[config.mk]
export PLATFORM = sky130hd
export DESIGN_NAME = vga_color_sequencer
export DESIGN_NICKNAME = d
export VERILOG_FILES = /design/src/rtl/vga_pkg.sv /design/src/rtl/btn_edge_sync.sv /design/src/rtl/vga_color_sequencer.sv
export SDC_FILE = /design/constraint.sdc
export NUM_CORES = 1
export LEC_CHECK = 0
export BUFFER_PORTS_ARGS = -buffer_cell sky130_fd_sc_hd__clkbuf_2
export CAP_MARGIN = 5
export CORE_MARGIN = 1.5
export CORE_UTILIZATION = 54
export CTS_CLUSTER_SIZE = 24
export DETAILED_ROUTE_END_ITERATION = 6
export GPL_TIMING_DRIVEN = 1
export PLACE_DENSITY = 0.74
export SETUP_SLACK_MARGIN = 0.4
export SLEW_MARGIN = 20
export SYNTH_ARGS = -nofsm -noshare
export SYNTH_HDL_FRONTEND = slang
export SYNTH_SLANG_ARGS = --single-unit
export TNS_END_PERCENT = 30
[constraint.sdc]
create_clock -name clk -period 2.2 [get_ports clk]
set_input_delay 0 -clock clk [delete_from_list [all_inputs] [get_ports clk]]
set_output_delay 0 -clock clk [all_outputs]
set_load 0.05 [all_outputs]
[src/rtl/vga_pkg.sv]
// vga_pkg: mode encodings, index width and index/mode stepping helpers for the colour sequencer
package vga_pkg;
  typedef enum logic [1:0] {
    MODE_MANUAL = 2'b00,
    MODE_AUTO   = 2'b01,
    MODE_HOLD   = 2'b10
  } mode_e;
  localparam int IDX_W = 4;
  localparam int DEF_NUM_COLORS = 8;
  function automatic logic [IDX_W-1:0] wrap_inc(input logic [IDX_W-1:0] idx, input int unsigned n);
    return (idx >= IDX_W'(n - 1)) ? '0 : idx + 1'b1;
  endfunction
  function automatic mode_e next_mode(input mode_e m);
    return m == MODE_MANUAL ? MODE_AUTO : m == MODE_AUTO ? MODE_HOLD : MODE_MANUAL;
  endfunction
endpackage

[src/rtl/btn_edge_sync.sv]
// btn_edge_sync: 2-flop synchroniser plus registered rising-edge pulse for a raw button
module btn_edge_sync (
  input  logic clk,
  input  logic rst,
  input  logic i_btn,
  output logic o_pulse
);
  logic r_s1, r_s2, r_s3, r_armed, r_pulse;
  logic [1:0] r_vld;
  // r_armed only sets once a genuine low sample has passed the synchroniser,
  // so a button held through reset cannot fire until released and re-pressed
  always_ff @(posedge clk or posedge rst)
    if (rst) begin
      r_s1    <= 1'b0;
      r_s2    <= 1'b0;
      r_s3    <= 1'b0;
      r_vld   <= '0;
      r_armed <= 1'b0;
      r_pulse <= 1'b0;
    end else begin
      r_s1    <= i_btn;
      r_s2    <= r_s1;
      r_s3    <= r_s2;
      r_vld   <= {r_vld[0], 1'b1};
      r_armed <= r_armed | (r_vld[1] & ~r_s2);
      r_pulse <= r_armed & r_s2 & ~r_s3;
    end
  assign o_pulse = r_pulse;
endmodule

[src/rtl/vga_color_sequencer.sv]
// vga_color_sequencer: steps the palette index manually or every N frames, applied only at frame start
module vga_color_sequencer
  import vga_pkg::*;
#(
  parameter int NUM_COLORS      = DEF_NUM_COLORS,
  parameter int FRAMES_PER_STEP = 60,
  parameter int FCNT_W          = 8
) (
  input  logic             clk,
  input  logic             rst,
  input  logic             btn_step,
  input  logic             btn_mode,
  input  logic             vsync,
  output logic [IDX_W-1:0] color_idx,
  output logic [1:0]       mode,
  output logic             frame_tick
);
  localparam logic [FCNT_W-1:0] FCNT_LAST = FCNT_W'(FRAMES_PER_STEP - 1);
  logic w_step, w_mode;
  logic r_vsync_q, r_frame_tick, r_pend;
  mode_e r_mode;
  logic [IDX_W-1:0] r_idx;
  logic [FCNT_W-1:0] r_fcnt;
  btn_edge_sync u_step (.clk(clk), .rst(rst), .i_btn(btn_step), .o_pulse(w_step));
  btn_edge_sync u_mode (.clk(clk), .rst(rst), .i_btn(btn_mode), .o_pulse(w_mode));
  always_ff @(posedge clk or posedge rst)
    if (rst) begin
      r_vsync_q    <= 1'b1;
      r_frame_tick <= 1'b0;
    end else begin
      r_vsync_q    <= vsync;
      r_frame_tick <= r_vsync_q & ~vsync;
    end
  // a mode press pre-empts both a same-cycle step and a same-cycle frame advance
  always_ff @(posedge clk or posedge rst)
    if (rst) begin
      r_mode <= MODE_MANUAL;
      r_idx  <= '0;
      r_fcnt <= '0;
      r_pend <= 1'b0;
    end else if (w_mode) begin
      r_mode <= next_mode(r_mode);
      r_fcnt <= '0;
      r_pend <= 1'b0;
    end else begin
      case (r_mode)
        MODE_MANUAL: begin
          if (r_frame_tick && r_pend) r_idx <= wrap_inc(r_idx, NUM_COLORS);
          r_pend <= w_step | (r_pend & ~r_frame_tick);
        end
        MODE_AUTO:
          if (r_frame_tick) begin
            r_fcnt <= (r_fcnt == FCNT_LAST) ? '0 : r_fcnt + 1'b1;
            if (r_fcnt == FCNT_LAST) r_idx <= wrap_inc(r_idx, NUM_COLORS);
          end
        default: begin
          r_fcnt <= '0;
          r_pend <= 1'b0;
        end
      endcase
    end
  assign color_idx  = r_idx;
  assign mode       = r_mode;
  assign frame_tick = r_frame_tick;
endmodule

==> results by group <==
Critical path
  – R2R Path End: color_idx[0]$_DFFE_PP0P_
  – Max incr delay on CP: a little under 400 ps
  – Critical path class: reg2reg
  – Critical Path AT: roughly 1900 ps
  – Setup slack, reg-to-reg: roughly 500 ps
  – CP Capture Type: register
  – Worst R2R Start: r_fcnt[0]$_DFFE_PP0P_
  – Critical Path, Cell by Cell: ha_1, nor4b_4, a31oi_2, nor2_1, mux2_2
  – CP top delay family: simple AND/OR/NAND/NOR gates
  – Slowest CP cell: dfrtp_1
  – CP Launch Type: register
  – Req. time, crit path: around 2400 ps
  – Worst Path Max Fanout: 5
  – CP Buf/Inv Count: 0
  – R2r worst-path depth: 5

Logic synthesis
  – Gate Count Post-Synth: 109
  – Netlist cell types: 29
  – Post-synth EDFFs: 0
  – Post-synth top cells: 28 x dfrtp_1, 16 x nor2_1, 12 x nand2_1
  – Seq/Total Area, Yosys: 0.603
  – Cell taking the most area after synthesis: dfrtp_1
  – Yosys top cell area share: 0.582
  – Post-Syn Area: about 1200 um2
  – Synth area leaders: dfrtp_1 58%, nor2_1 5.0%, nand2_1 3.7%
  – Ys async rst share: 1.00
  – Post-Syn Nets: ~120
  – Synthesis Warnings: 0
  – Post-synthesis register bit count: 29
  – Most numerous cell in the Yosys netlist: dfrtp_1
  – Post-synthesis average cell area: around 11 um2
  – Top FF cell, synth: dfrtp_1

Global route
  – First-pass GRT wire length: roughly 3500 um
  – Largest net degree at the start of global routing: 30
  – GRT Overall Usage: 0.201
  – Vias in the first global route: 812
  – Number of antenna violations at the first check in global routing: 0
  – Total grt overflow: 0

Die
  – Initial Util: 0.596
  – Core Region: 2020 um2
  – Die Span Y: between 50 and 60 um
  – Site row count: 16
  – IO Pins: 12
  – Die width: about 50 um
  – Die area: 2520 um2

Detailed routing
  – DRC: 0
  – Antenna viol nets, final: 0
  – 1st-iter DRT viols: 10
  – DRT Pass-1 Iters: 4
  – WL/cell: roughly 13 um
  – Via count: 833
  – Avg Vias per Cell: about 5.2
  – Final WL: between 2000 and 2500 um

Clock network
  – TritonCTS Buffers: 5
  – Max Buffers Root-to-Sink: 2
  – Skew-Pair Late Insertion Delay: 330 ps
  – Clock tree root driver cell: clkbuf_4
  – Postcts setup bufs: 0
  – Clock Sinks: 29
  – TritonCTS clock tree: yes
  – Clock-pin slew on the worst setup and hold paths: approximately 90 ps
  – H-tree levels: 2

Timing
  – Max-slew violations: 0
  – TNS Setup: 0 ps
  – Worst-Margin Slew: roughly 500 ps
  – Final setup violation count: 0
  – Worst slew margin: 0.655
  – Crit share post-route: 0.772
  – Final hold vios: 0
  – RSZ-0062 raised after global routing: true
  – Max Freq: 0.589 GHz
  – Clock skew: 9.77 ps
  – Final min period: approximately 1700 ps

Min path
  – Hold Path Class: in2async

Pwr
  – Pwr dens: roughly 960 nW/um2
  – Leak Pwr: approximately 0.64 nW
  – Maximum vdd drop: roughly 0.74 mV

Finish
  – Fraction of layout cells with a size suffix above 1: 0.212
  – Post-layout net count: 138
  – Diodes inserted: 0
  – Sequential standard cell area: ~730 um2
  – Fill cells: about 170
  – Design area: around 1400 um2
  – Multi-input logic area: between 400 and 500 um2
  – Area Growth Syn to Fin: 16.5%

Status
  – Status: finished clean

Placed design
  – Input/output buffers: 11
  – Dpl cell area: approximately 1300 um2
  – DP Wirelength: ~1400 um
  – Final Wtd Congestion: 0.869

Job
  – Max-Cap Viols: 0
==> what timing repair did <==
| action | 4_1_cts | 5_1_grt |
|---|---|---|
| gates resized for setup | 0 | 1 |
| endpoints found under the setup margin | 0 | 7 |
| endpoints found under the hold margin | 32 | 0 |
| hold buffers | 4 | 0 |
==> area by class of cell <==
class / instances / share of cell area
repair buffers: 16 / 0.0731
well taps: 27 / 0.0241
clock buffers: 7 / 0.0463
clock inverters: 1 / 0.00357
flip-flops and latches: 29 / 0.518
multi-input cells: 74 / 0.322
inverters: 5 / 0.0134
==> worst max path at each step <==
stage	start	end	slack (ps)	cells after the start
floorplan	mode[0]$_DFFE_PP0P_	r_fcnt[7]$_DFFE_PP0P_	460	5
global placement	r_fcnt[0]$_DFFE_PP0P_	color_idx[3]$_DFFE_PP0P_	560	5
detailed placement	r_fcnt[0]$_DFFE_PP0P_	r_fcnt[4]$_DFFE_PP0P_	490	5
CTS	r_fcnt[0]$_DFFE_PP0P_	r_fcnt[4]$_DFFE_PP0P_	460	5
global route	r_fcnt[0]$_DFFE_PP0P_	color_idx[0]$_DFFE_PP0P_	380	5
finish	r_fcnt[0]$_DFFE_PP0P_	color_idx[0]$_DFFE_PP0P_	500	5
==> cells by family after synthesis <==
| family | Yosys count | synth area share |
|---|---|---|
| buf+inv | 6 | 0.0218 |
| xor+xnor | 5 | 0.0363 |
| simple gates | 48 | 0.212 |
| flops | 29 | 0.603 |
| other cells | 1 | 0.00311 |
| compound gates | 15 | 0.0748 |
| fa+ha+maj | 2 | 0.0208 |
| mux | 3 | 0.0280 |
==> flip-flops by register name, indices dropped and copies added (netlist names) <==
register and flops:
r_pend 1, u_mode.r_armed 1, u_mode.r_s2 1, u_step.r_s3 1
u_step.r_s2 1, mode 2, u_mode.r_s1 1, r_fcnt 8
u_mode.r_s3 1, u_mode.o_pulse 1, frame_tick 1, r_vsync_q 1
u_step.o_pulse 1, u_step.r_armed 1, u_mode.r_vld 2, color_idx 4
u_step.r_s1 1
==> metal layers <==
metal	global-route usage	routed length (um)	up-vias
met2	0.329	1050	14
met5	0	0	-
met3	0.0893	75	4
li1	-	-	413
met4	0.0972	26	0
met1	0.220	886	402
==> where the power goes <==
part           internal (mW)  total, mW  leakage [nW]  switching, mW
combinational          0.100      0.324         0.241          0.224
sequential             0.587      0.661         0.358         0.0737
clock                  0.185      0.361        0.0413          0.176
total                  0.872       1.35         0.641          0.474
==> layout by cell type (no fill, tap or decap), types with 3 or more instances in the layout <==
| cell | n |
|---|---|
| a21oi_1 | 5 |
| clkbuf_2 | 11 |
| clkbuf_4 | 5 |
| dfrtp_1 | 28 |
| dlygate4sd3_1 | 4 |
| inv_1 | 5 |
| mux2_2 | 3 |
| nand2_1 | 12 |
| nand3_1 | 4 |
| nor2_1 | 16 |
| nor2b_1 | 3 |
| o21ai_0 | 4 |
| xnor2_1 | 4 |
==> stage by stage <==
| stage | std cells | hold WS [ps] | worst slack (ps) | utilization | power, mW |
|---|---|---|---|---|---|
| 2_1_floorplan | 109 | 4.48 | 461 | - | 0.920 |
| 3_3_place_gp | 147 | 56.9 | 563 | 0.640 | 0.979 |
| 3_5_place_dp | 147 | 75.5 | 490 | 0.640 | 0.990 |
| 4_1_cts | 159 | 280 | 460 | 0.694 | 1.36 |
| 5_1_grt | 159 | 299 | 378 | 0.694 | 1.43 |
| 6_report | 159 | 281 | 502 | 0.694 | 1.35 |
==> tightest hold or removal path: cells and delay by family <==
family	cells	cell delay (ps)
buffers and inverters	4	1010
Note: power is estimated with default switching activity, not from simulation.
